$ cat src/rtl/seven_seg_scan_if.sv
// Control and pin-side signals of the multiplexed 7-segment scanner.
// The master drives value/control; the slave (scanner) drives the display pins.
interface seven_seg_scan_if #(
  parameter int DIGITS = 4
);
  logic                  enable;
  logic                  load;
  logic [4*DIGITS-1:0]   value;
  logic [DIGITS-1:0]     dp_in;
  logic                  lz_blank;
  logic [6:0]            seg;
  logic                  dp;
  logic [DIGITS-1:0]     an;
  logic                  frame_tick;

  modport master (
    output enable, load, value, dp_in, lz_blank,
    input  seg, dp, an, frame_tick
  );

  modport slave (
    input  enable, load, value, dp_in, lz_blank,
    output seg, dp, an, frame_tick
  );
endinterface

$ cat src/rtl/seven_seg_scan.sv
// Time-multiplexed DIGITS-wide 7-segment driver with double-buffered value,
// per-digit decimal points, leading-zero blanking and anti-ghosting dark cycles.
module seven_seg_scan #(
  parameter int DIGITS         = 4,
  parameter int CLK_DIV        = 50000,
  parameter int BLANK          = 1,
  parameter int SEG_ACTIVE_LOW = 1,
  parameter int AN_ACTIVE_LOW  = 1
) (
  input logic             clk,
  input logic             rst,
  seven_seg_scan_if.slave bus
);

  localparam int PW = (CLK_DIV > 1) ? $clog2(CLK_DIV) : 1;
  localparam int IW = (DIGITS > 1) ? $clog2(DIGITS) : 1;
  localparam logic [PW-1:0]     PRESC_LAST = PW'(CLK_DIV - 1);
  localparam logic [IW-1:0]     IDX_LAST   = IW'(DIGITS - 1);
  localparam logic [6:0]        SEG_OFF    = (SEG_ACTIVE_LOW != 0) ? 7'h7F : 7'h00;
  localparam logic              DP_OFF     = (SEG_ACTIVE_LOW != 0);
  localparam logic [DIGITS-1:0] AN_OFF     = (AN_ACTIVE_LOW != 0) ? {DIGITS{1'b1}} : {DIGITS{1'b0}};

  logic [PW-1:0]       presc_q, presc_d;
  logic [IW-1:0]       idx_q, idx_d;
  logic [4*DIGITS-1:0] pend_val_q, pend_val_d;
  logic [DIGITS-1:0]   pend_dp_q, pend_dp_d;
  logic                pend_valid_q, pend_valid_d;
  logic [4*DIGITS-1:0] disp_val_q, disp_val_d;
  logic [DIGITS-1:0]   disp_dp_q, disp_dp_d;
  logic [6:0]          seg_q, seg_d;
  logic                dp_q, dp_d;
  logic [DIGITS-1:0]   an_q, an_d;
  logic                tick_q, tick_d;

  logic                frame_end;
  logic [3:0]          cur_nib;
  logic                cur_dp;
  logic                cur_blank;
  logic                all_zero;
  logic                lit;
  logic [6:0]          seg_on;
  logic [DIGITS-1:0]   an_hot;

  function automatic logic [6:0] hex_to_seg(input logic [3:0] h);
    logic [6:0] s;
    case (h)
      4'h0: s = 7'h3F;
      4'h1: s = 7'h06;
      4'h2: s = 7'h5B;
      4'h3: s = 7'h4F;
      4'h4: s = 7'h66;
      4'h5: s = 7'h6D;
      4'h6: s = 7'h7D;
      4'h7: s = 7'h07;
      4'h8: s = 7'h7F;
      4'h9: s = 7'h6F;
      4'hA: s = 7'h77;
      4'hB: s = 7'h7C;
      4'hC: s = 7'h39;
      4'hD: s = 7'h5E;
      4'hE: s = 7'h79;
      default: s = 7'h71;
    endcase
    return s;
  endfunction

  assign frame_end = bus.enable && (presc_q == PRESC_LAST) && (idx_q == IDX_LAST);

  always_ff @(posedge clk or posedge rst) begin
    if (rst) begin
      presc_q      <= '0;
      idx_q        <= '0;
      pend_val_q   <= '0;
      pend_dp_q    <= '0;
      pend_valid_q <= 1'b0;
      disp_val_q   <= '0;
      disp_dp_q    <= '0;
      seg_q        <= SEG_OFF;
      dp_q         <= DP_OFF;
      an_q         <= AN_OFF;
      tick_q       <= 1'b0;
    end else begin
      presc_q      <= presc_d;
      idx_q        <= idx_d;
      pend_val_q   <= pend_val_d;
      pend_dp_q    <= pend_dp_d;
      pend_valid_q <= pend_valid_d;
      disp_val_q   <= disp_val_d;
      disp_dp_q    <= disp_dp_d;
      seg_q        <= seg_d;
      dp_q         <= dp_d;
      an_q         <= an_d;
      tick_q       <= tick_d;
    end
  end

  always_comb begin
    presc_d      = presc_q;
    idx_d        = idx_q;
    pend_val_d   = pend_val_q;
    pend_dp_d    = pend_dp_q;
    pend_valid_d = pend_valid_q;
    disp_val_d   = disp_val_q;
    disp_dp_d    = disp_dp_q;
    if (bus.enable) begin
      if (presc_q == PRESC_LAST) begin
        presc_d = '0;
        idx_d   = (idx_q == IDX_LAST) ? '0 : idx_q + IW'(1);
      end else begin
        presc_d = presc_q + PW'(1);
      end
    end
    // Transfer sees pending from before this edge; a coincident load re-arms for next frame.
    if (frame_end && pend_valid_q) begin
      disp_val_d   = pend_val_q;
      disp_dp_d    = pend_dp_q;
      pend_valid_d = 1'b0;
    end
    if (bus.load) begin
      pend_val_d   = bus.value;
      pend_dp_d    = bus.dp_in;
      pend_valid_d = 1'b1;
    end
  end

  always_comb begin
    cur_nib   = 4'h0;
    cur_dp    = 1'b0;
    cur_blank = 1'b0;
    all_zero  = 1'b1;
    an_hot    = '0;
    for (int i = 0; i < DIGITS; i++) begin
      if (idx_q == IW'(i)) begin
        cur_nib   = disp_val_q[4*i +: 4];
        cur_dp    = disp_dp_q[i];
        an_hot[i] = 1'b1;
      end
    end
    // Walk down from the top digit; a digit is blanked while everything above it is zero.
    for (int i = DIGITS - 1; i >= 1; i--) begin
      all_zero = all_zero && (disp_val_q[4*i +: 4] == 4'h0);
      if (idx_q == IW'(i)) cur_blank = bus.lz_blank && all_zero;
    end
    lit    = bus.enable && !(int'(presc_q) < BLANK);
    seg_on = cur_blank ? 7'h00 : hex_to_seg(cur_nib);
    seg_d  = SEG_OFF;
    dp_d   = DP_OFF;
    an_d   = AN_OFF;
    tick_d = frame_end;
    if (lit) begin
      seg_d = seg_on ^ SEG_OFF;
      dp_d  = cur_dp ^ DP_OFF;
      an_d  = an_hot ^ AN_OFF;
    end
  end

  assign bus.seg        = seg_q;
  assign bus.dp         = dp_q;
  assign bus.an         = an_q;
  assign bus.frame_tick = tick_q;

endmodule

$ cat src/flat_wrapper.sv
// flat-port wrapper written by rule: the top's interface ports become plain ports
module seven_seg_scan_flat 
#(
  parameter int DIGITS         = 4,
  parameter int CLK_DIV        = 50000,
  parameter int BLANK          = 1,
  parameter int SEG_ACTIVE_LOW = 1,
  parameter int AN_ACTIVE_LOW  = 1
)
  (clk, rst, bus_enable, bus_load, bus_value, bus_dp_in, bus_lz_blank, bus_seg, bus_dp, bus_an, bus_frame_tick);
  seven_seg_scan_if #(.DIGITS(DIGITS)) bus_i ();
  input logic clk;
  input logic rst;
  input wire logic [$bits(bus_i.enable)-1:0] bus_enable;
  input wire logic [$bits(bus_i.load)-1:0] bus_load;
  input wire logic [$bits(bus_i.value)-1:0] bus_value;
  input wire logic [$bits(bus_i.dp_in)-1:0] bus_dp_in;
  input wire logic [$bits(bus_i.lz_blank)-1:0] bus_lz_blank;
  output wire logic [$bits(bus_i.seg)-1:0] bus_seg;
  output wire logic [$bits(bus_i.dp)-1:0] bus_dp;
  output wire logic [$bits(bus_i.an)-1:0] bus_an;
  output wire logic [$bits(bus_i.frame_tick)-1:0] bus_frame_tick;
  assign bus_i.enable = bus_enable;
  assign bus_i.load = bus_load;
  assign bus_i.value = bus_value;
  assign bus_i.dp_in = bus_dp_in;
  assign bus_i.lz_blank = bus_lz_blank;
  assign bus_seg = bus_i.seg;
  assign bus_dp = bus_i.dp;
  assign bus_an = bus_i.an;
  assign bus_frame_tick = bus_i.frame_tick;
  seven_seg_scan #(.DIGITS(DIGITS), .CLK_DIV(CLK_DIV), .BLANK(BLANK), .SEG_ACTIVE_LOW(SEG_ACTIVE_LOW), .AN_ACTIVE_LOW(AN_ACTIVE_LOW)) u_core (.clk(clk), .rst(rst), .bus(bus_i));
endmodule
$ cat config.mk
export PLATFORM = sky130hd
export DESIGN_NAME = seven_seg_scan_flat
export DESIGN_NICKNAME = d
export VERILOG_FILES = /design/src/rtl/seven_seg_scan_if.sv /design/src/rtl/seven_seg_scan.sv /design/src/flat_wrapper.sv
export SDC_FILE = /design/constraint.sdc
export NUM_CORES = 1
export LEC_CHECK = 0
export ABC_AREA = 1
export CAP_MARGIN = 40
export CORE_MARGIN = 2
export CORE_UTILIZATION = 45
export CTS_CLUSTER_SIZE = 12
export DETAILED_ROUTE_END_ITERATION = 8
export PLACE_DENSITY = 0.69
export SLEW_MARGIN = 20
export SYNTH_ARGS = -nofsm -noshare
export SYNTH_HDL_FRONTEND = slang
export SYNTH_SLANG_ARGS = --single-unit
$ cat constraint.sdc
create_clock -name clk -period 2.18 [get_ports clk]
set_input_delay 0.327 -clock clk [delete_from_list [all_inputs] [get_ports clk]]
set_output_delay 0.327 -clock clk [all_outputs]
set_load 0.1 [all_outputs]
[Word-level counts from Yosys, hierarchy flattened]
Memories as Yosys holds them, arrays and structs flattened.
Index checks and enable logic that the tools add are counted.
Cells by class
  mux-type cells: 23
  bitwise operators: 3
  eq/ne operators: 4
  $lt $le $gt $ge: 1
  reduce and logical (&&, ||, !) cells: 16
  $add $sub $neg: 2
Operators with widths (number)
  two-way mux 4 bit: 5
  adder 16 x 1 -> 16 bit, second input constant: 1
  equality test 16 bit, second input constant: 1
  less-than comparator 16 x 1 -> 1 bit, second input constant: 1
  two-way mux 16 bit: 1
  two-way mux 1 bit: 14
  two-way mux 7 bit: 2
  logical NOT 4 bit: 3
  logical AND 1 bit: 9
  inverter 7 bit: 1
  equality test 2 bit, second input constant: 2
  inverter 4 bit: 1
  adder 2 x 1 -> 2 bit, second input constant: 1
  equality test 2 x 1 -> 1 bit, second input constant: 1
  logical NOT 2 bit: 1
  two-way mux 2 bit: 1
  AND reduction 2 bit: 1
  nonzero test 2 bit: 1
  logical NOT 1 bit: 1
  inverter 1 bit: 1
Storage, ports and cells
  input bits: 25
  memories: 1
  output and inout bits: 13
  bits in read-only memories: 112
  logic and storage cells: 61
  flip-flop bits (word level): 72
Memories
  (no name shown): words 16, width 7, rd ports 1, clocked after Yosys merged registers in 0, write ports 0, line seven_seg_scan.sv:46  | case (h)

[Logic depth before layout (Yosys ltp)]
Gate-level depths: netlist (run 1).
An unclocked memory read counts as a cell.
  depth in word-level cells: 9
  mapped depth: 14
  depth with buffers taken out: 13

[Worst setup path after synthesis (run 1)]
No wires, ideal clock.
  kind: reg2reg
  start: register u_core.idx_q[0]
  end: register u_core.seg_q[3], in the netlist u_core.bus.seg[3]
  clock period less this slack: 2.012 ns
  arrival: 1.922 ns
  setup time: 0.090 ns
  stages on the path, launching flop included: 11
  slack: 0.168 ns
  data required time: 2.090 ns
  cells stage by stage: dfrtp_1 > inv_1 > ha_1 > clkbuf_1 > a21oi_1 > a21boi_0 > ha_1 > inv_1 > nand2_1 > nand3_1 > nand3_1
On the way
  cells in the longest elaborated chain, start to end: 9
Ends and longest elaborated chain
  from (decl): line seven_seg_scan.sv:24  | logic [IW-1:0] idx_q, idx_d;
  from (signal assigned): line seven_seg_scan.sv:84  | idx_q <= idx_d;
  logical NOT 2 bit: line seven_seg_scan.sv:133  | if (idx_q == IW'(i)) begin
  two-way mux 4 bit (4 in series): line seven_seg_scan.sv:133
  memory read (16 x 7 bit)
  two-way mux 7 bit (*): line seven_seg_scan.sv:145  | seg_on = cur_blank ? 7'h00 : hex_to_seg(cur_nib);
  inverter 7 bit (no source line) (*)
  two-way mux 7 bit (*): line seven_seg_scan.sv:150  | if (lit) begin
  named net u_core.seg_d[3]: line seven_seg_scan.sv:30  | logic [6:0] seg_q, seg_d;
  to (signal assigned): line seven_seg_scan.sv:90  | seg_q <= seg_d;
  to (decl): line seven_seg_scan.sv:30
The timed path passes the listed nets; every way through them passes the cells marked *.
A chain may end at the register's enable or synchronous reset.

[Worst setup path in the final report (run 1)]
  start: register u_core.idx_q[1]
  end: register u_core.seg_q[2], in the netlist u_core.bus.seg[2]
Same word-level chain as after synthesis.

==> results of run 1 <==
==> layout by cell type, fill, tap and decap left out, types with 3 or more instances in the layout <==
cell / netlist / layout
xor2_1: 4 / 4
clkinv_4: 0 / 3
clkbuf_8: 0 / 9
ha_2: 0 / 3
nor3_1: 5 / 5
inv_1: 32 / 31
nand2_1: 179 / 179
nor2_1: 31 / 31
buf_4: 0 / 19
dfrtp_1: 60 / 60
nand3_1: 51 / 51
clkdlybuf4s50_1: 0 / 24
nand4_1: 8 / 8
nand2_2: 3 / 3
a21oi_1: 8 / 8
ha_1: 12 / 9
o21ai_0: 14 / 14
dfstp_2: 12 / 12
nor2_4: 5 / 5
inv_2: 4 / 4
==> final cells by class <==
class / instances / area (um2)
clock buffer: 10 / 127.6
clock inverter: 6 / 93.84
fill: 756 / 3721
inverter: 36 / 137.6
multi-input combinational: 338 / 1662
sequential: 72 / 1817
tap: 105 / 131.4
timing repair buffer: 44 / 402.9
==> routing by layer <==
metal | up-vias | GRT usage
met5 | - | 0
met4 | 0 | 0.08454
met3 | 13 | 0.03671
met2 | 78 | 0.3054
met1 | 1378 | 0.2441
li1 | 1545 | -
==> worst max-delay path: cells and delay by family (launching register included) <==
| family | cells | cell delay [ns] |
|---|---|---|
| AO/OA/AOI/OAI | 2 | 0.43 |
| buffers and inverters | 3 | 0.39 |
| AND/OR/NAND/NOR | 3 | 0.23 |
| adder cells (fa/ha/maj) | 2 | 0.43 |
| flip-flops | 1 | 0.41 |
==> metrics by stage <==
step	area (um2)	util	setup slack, ns
finish	4372	0.5402	0.2082
global route	4372	0.5402	0.01761
CTS	4362	0.5390	0.1112
detailed placement	4140	0.5116	0.1297
global placement	4140	0.5116	0.2419
floorplan	3694	-	0.04794
==> power by group through the flow <==
stage	clock network [mW]	logic (mW)	registers (mW)
after CTS	1.19	0.508	1.60
after detailed placement	0	0.506	1.62
after floorplan	0	0.328	1.65
after global routing	1.26	0.579	1.62
after global placement	0	0.496	1.62
final	1.17	0.505	1.60
==> registers in the layout, indices dropped and copies added (netlist names) <==
| signal | cells |
|---|---|
| u_core.disp_val_q | 16 |
| u_core.presc_q | 16 |
| u_core.pend_val_q | 16 |
| u_core.disp_dp_q | 4 |
| u_core.idx_q | 2 |
| u_core.bus.dp | 1 |
| u_core.pend_valid_q | 1 |
| u_core.pend_dp_q | 4 |
| u_core.bus.frame_tick | 1 |
| u_core.bus.seg | 7 |
| u_core.bus.an | 4 |
==> logic make-up after synthesis <==
group,Yosys count,synth area share
and+or+nand+nor,292,0.3513
DFF,72,0.4919
buffers and inverters,50,0.06030
AOI/OAI and AO/OA,29,0.04404
adders and majority gates,12,0.04065
xor gates and xnor gates,5,0.01186
==> path summary, 6_finish.rpt <==
path	end	startpoint	slack (ns)
worst max-delay path	u_core.bus.seg[2]$_DFF_PP1_	u_core.idx_q[1]$_DFFE_PP0N_	0.21
worst min-delay path	u_core.bus.frame_tick$_DFF_PP0_	rst	0.36
worst max register to register	u_core.bus.seg[2]$_DFF_PP1_	u_core.idx_q[1]$_DFFE_PP0N_	0.21
worst min register to register	u_core.bus.dp$_DFF_PP1_	u_core.disp_dp_q[3]$_DFFE_PP0P_	0.48
max in group asynchronous	u_core.bus.seg[2]$_DFF_PP1_	rst	1.48
min in group clk	u_core.bus.dp$_DFF_PP1_	u_core.disp_dp_q[3]$_DFFE_PP0P_	0.48
==> impl_metrics.json, run 1 <==
{
  "outcome": "complete, no violations",
  "yosysWarnings": 0,
  "place_congestion": 0.9047,
  "ioPinCount": 38,
  "cts.path.max_buffers": 2,
  "drive_gt1_frac": 0.1383,
  "die_h_um": 94.60,
  "synth_nets": 497,
  "tns_ns": 0,
  "relSlewSlack": 0.5984,
  "final_nets": 538,
  "grt_pass1_vias": 3003,
  "synth.top_cells.by_count": "179 x nand2_1, 60 x dfrtp_1, 51 x nand3_1",
  "wl_met1_um": 3412,
  "drt_wl_total_um": 7312,
  "drv_slew": 0,
  "cts_sinks": 72,
  "coreArea_um2": 8093,
  "antenna_left": 0,
  "ys_ff_latch": 72,
  "synth_cell_type_count": 34,
  "ys_async_sr_fraction": 1.000,
  "p_leak_nw": 2.193,
  "htree_levels": 3,
  "vias": 3014,
  "cp-end-kind": "flop",
  "worst_hold_path_type": "in -> async",
  "port_buffers": 37,
  "routedWlPerCell_um": 11.97,
  "power_frac_clock": 0.356,
  "final_cells": 611,
  "start_util": 0.4564,
  "cts_tree": "done",
  "clock_skew_ns": 0.01126,
  "max_stage_delay_ns": 0.41,
  "rows": 33,
  "start_kind": "flop",
  "irDropWorstVdd_mv": 0.3666,
  "required_ns": 2.44,
  "crit_chain": "inv_1, ha_2, inv_2, nand3_1, nand2_1, a21boi_0, buf_4, ha_1, nand2_1, o211ai_1",
  "grtUsageTotal": 0.1878,
  "synth-edff-count": 0,
  "drc": 0,
  "yosysTopAreaCell": "dfrtp_1",
  "cp.arrival_ns": 2.24,
  "antenna_cells": 0,
  "top_layer": "met4",
  "reg2reg_depth": 10,
  "syn_area_um2": 3694,
  "cts_resized": 0,
  "pwr_density_cell_nw_per_um2": 749.2,
  "post-route-period-util": 0.9045,
  "grt_pass1_wl_um": 13210,
  "worst-path-max-fanout": 9,
  "yosysSeqAreaShare": 0.4919,
  "area_growth_pct": 18.36,
  "p_seq_frac": 0.490,
  "post_cts_buffers": 0,
  "worstSetupPathType": "reg -> reg",
  "wl_met3_um": 370,
  "clkSlewWorstSetupHoldPaths_ns": 0.08,
  "dpl.hpwl_um": 5320,
  "total_power_mw": 3.275,
  "cts_made_buffers": 9,
  "synth_cells": 460,
  "route.met2.wl_um": 3417,
  "dpl.cell_count": 595,
  "drv_cap": 0,
  "setup_viol": 0,
  "drt_iter0_drc": 143,
  "fin_crit_ns": 1.972,
  "cts_root_buf": "clkbuf_8",
  "cp_common_cell": "nand2_1",
  "p_sw_mw": 0.9806,
  "grt_overflow": 0,
  "first_pass_iters": 4,
  "ctsHoldBuffers": 0,
  "antenna_found_initial": 0,
  "insertion_delay_ns": 0.35,
  "synthFlopType": "dfrtp_1",
  "synth.most_common_cell": "nand2_1",
  "avgSynthCellArea_um2": 8.029,
  "die_x_um": 94.60,
  "finalHoldViolCount": 0,
  "synth_area_leaders": "dfrtp_1 41%, nand2_1 18%, dfstp_2 8.5%",
  "synth_top_area_frac": 0.4065,
  "netSwitchingFraction": 0.2994,
  "p_int_mw": 2.295,
  "vias_per_cell": 4.933,
  "grt_max_degree": 73,
  "combPwrFrac": 0.154,
  "rsz0062_at_grt": "false",
  "tightest_slew_ns": 0.6018,
  "die_area_um2": 8948,
  "critPathSlowestCell": "dfrtp_1",
  "worst_hold_slack_ns": 0.3578,
  "fmaxAchievable_mhz": 507.2
}
Power figures use the tool's default switching activity.
==> run 2: changes to the inputs <==
- CTS_BUF_LIST: default -> sky130_fd_sc_hd__clkbuf_8 sky130_fd_sc_hd__clkbuf_16
==> impl_metrics.json, run 2 (same netlist as run 1, synthesis figures left out) <==
{
  "outcome": "complete, no violations",
  "tns_ns": 0,
  "layout_common_cells": "179 x nand2_1, 60 x dfrtp_1, 51 x nand3_1",
  "setup_viol": 0,
  "grtUsageTotal": 0.1878,
  "ioPinCount": 38,
  "clock_skew_ns": 0.01126,
  "drt_iter0_drc": 142,
  "fmaxAchievable_mhz": 508.2,
  "antenna_left": 0,
  "critPathSlowestCell": "dfrtp_1",
  "die_area_um2": 8948,
  "post-route-util": 0.5402,
  "p_leak_nw": 2.198,
  "pwr_density_cell_nw_per_um2": 748.1,
  "worstSetupPathType": "reg -> reg",
  "p_sw_mw": 0.9806,
  "layout.cells.most_common": "nand2_1",
  "r2r_start": "u_core.idx_q[1]$_DFFE_PP0N_",
  "drv_cap": 0,
  "total_power_mw": 3.270,
  "drc": 0,
  "grt_pass1_wl_um": 13210,
  "drive_gt1_frac": 0.1383,
  "p_seq_frac": 0.490,
  "rows": 33,
  "required_ns": 2.44,
  "cp-end-kind": "flop",
  "htree_levels": 3,
  "cts_made_buffers": 9,
  "combPwrFrac": 0.154,
  "post-route-period-util": 0.9027,
  "cts.path.max_buffers": 2,
  "finalHoldViolCount": 0,
  "reg.largest.list": "u_core.disp_val_q x16, u_core.pend_val_q x16, u_core.presc_q x16",
  "antenna_cells": 0,
  "antenna_found_initial": 0,
  "r2r_setup_slack_ns": 0.21,
  "grt_overflow": 0,
  "routedWlPerCell_um": 11.96,
  "start_util": 0.4564,
  "drv_slew": 0,
  "place_congestion": 0.9047,
  "final_nets": 538,
  "irDropWorstVdd_mv": 0.3666,
  "worst-path-max-fanout": 9,
  "vias_per_cell": 4.931,
  "drt_wl_total_um": 7309,
  "design_area_um2": 4372,
  "tightest_slew_ns": 0.6026,
  "r2r_end": "u_core.bus.seg[2]$_DFF_PP1_",
  "dpl.hpwl_um": 5320,
  "cts_root_buf": "clkbuf_8",
  "power_frac_clock": 0.355,
  "reg2reg_depth": 10,
  "p_int_mw": 2.290,
  "start_kind": "flop",
  "relSlewSlack": 0.5978,
  "die_h_um": 94.60,
  "netSwitchingFraction": 0.2998,
  "coreArea_um2": 8093,
  "path_buf_inv": 3,
  "cts_tree": "done",
  "fin_crit_ns": 1.968,
  "first_pass_iters": 4,
  "die_x_um": 94.60,
  "port_buffers": 37,
  "area_growth_pct": 18.36,
  "grt_pass1_vias": 3003,
  "dpl_cell_area_um2": 4140,
  "path_delay_family": "adder cells",
  "rsz0062_at_grt": "false",
  "worst_hold_path_type": "in -> async",
  "cts_sinks": 72,
  "vias": 3013,
  "insertion_delay_ns": 0.35,
  "cp_common_cell": "nand2_1",
  "ctsHoldBuffers": 0,
  "crit_chain": "inv_1, ha_2, inv_2, nand3_1, nand2_1, a21boi_0, buf_4, ha_1, nand2_1, o211ai_1",
  "grt_max_degree": 73,
  "max_stage_delay_ns": 0.41,
  "cp.arrival_ns": 2.23,
  "clkSlewWorstSetupHoldPaths_ns": 0.08
}
-- run 2: timing repair --
action                                  in CTS  in global routing
setup buffers                                0                  0
gates resized for setup                      0                  4
endpoints found under the setup margin       0                  6
endpoints found under the hold margin        0                  0
-- run 2: layer usage --
metal / wire [um] / track usage / share of wire
met2: 3412 / 0.3054 / 0.47
met4: 112 / 0.08454 / 0.015
met1: 3405 / 0.2441 / 0.47
met5: 0 / 0 / 0
met3: 378 / 0.03671 / 0.052
-- run 2: worst max path at each step --
stage	start	end	slack, ns	depth (start not counted)
finish	u_core.idx_q[1]$_DFFE_PP0N_	u_core.bus.seg[2]$_DFF_PP1_	0.21	10
global route	u_core.idx_q[1]$_DFFE_PP0N_	u_core.bus.seg[3]$_DFF_PP1_	0.02	12
CTS	u_core.idx_q[1]$_DFFE_PP0N_	u_core.bus.seg[2]$_DFF_PP1_	0.11	10
detailed placement	u_core.idx_q[1]$_DFFE_PP0N_	u_core.bus.seg[2]$_DFF_PP1_	0.13	10
global placement	u_core.idx_q[1]$_DFFE_PP0N_	u_core.bus.seg[3]$_DFF_PP1_	0.24	11
floorplan	rst	u_core.bus.frame_tick$_DFF_PP0_	0.05	1
-- run 2: area by class of cell --
type	instances	area [um2]
well taps	105	131.4
fillers	756	3721
repair buffers	44	402.9
inverters	36	137.6
multi-input cells	338	1662
clock inverters	7	97.59
flip-flops and latches	72	1817
clock buffers	9	123.9
-- run 2: tightest hold or removal path, cell delays in order --
cell             delay [ns]
clkdlybuf4s50_1        0.41
inv_2                  0.07
buf_12                 0.31
-- run 2: metrics by stage --
stage	worst slack, ns	hold slack, ns	instances
after CTS	0.1112	0.3794	611
after floorplan	0.04794	0.4240	460
after global placement	0.2419	0.4552	595
after global routing	0.01761	0.4065	611
final	0.2121	0.3577	611
after detailed placement	0.1297	0.4620	595
-- run 2: power groups by stage --
stage / Sequential (mW) / Clock [mW] / Combinational, mW
after floorplan: 1.65 / 0 / 0.328
after global placement: 1.62 / 0 / 0.496
after detailed placement: 1.62 / 0 / 0.506
after CTS: 1.60 / 1.19 / 0.508
after global routing: 1.62 / 1.25 / 0.579
final: 1.60 / 1.16 / 0.505
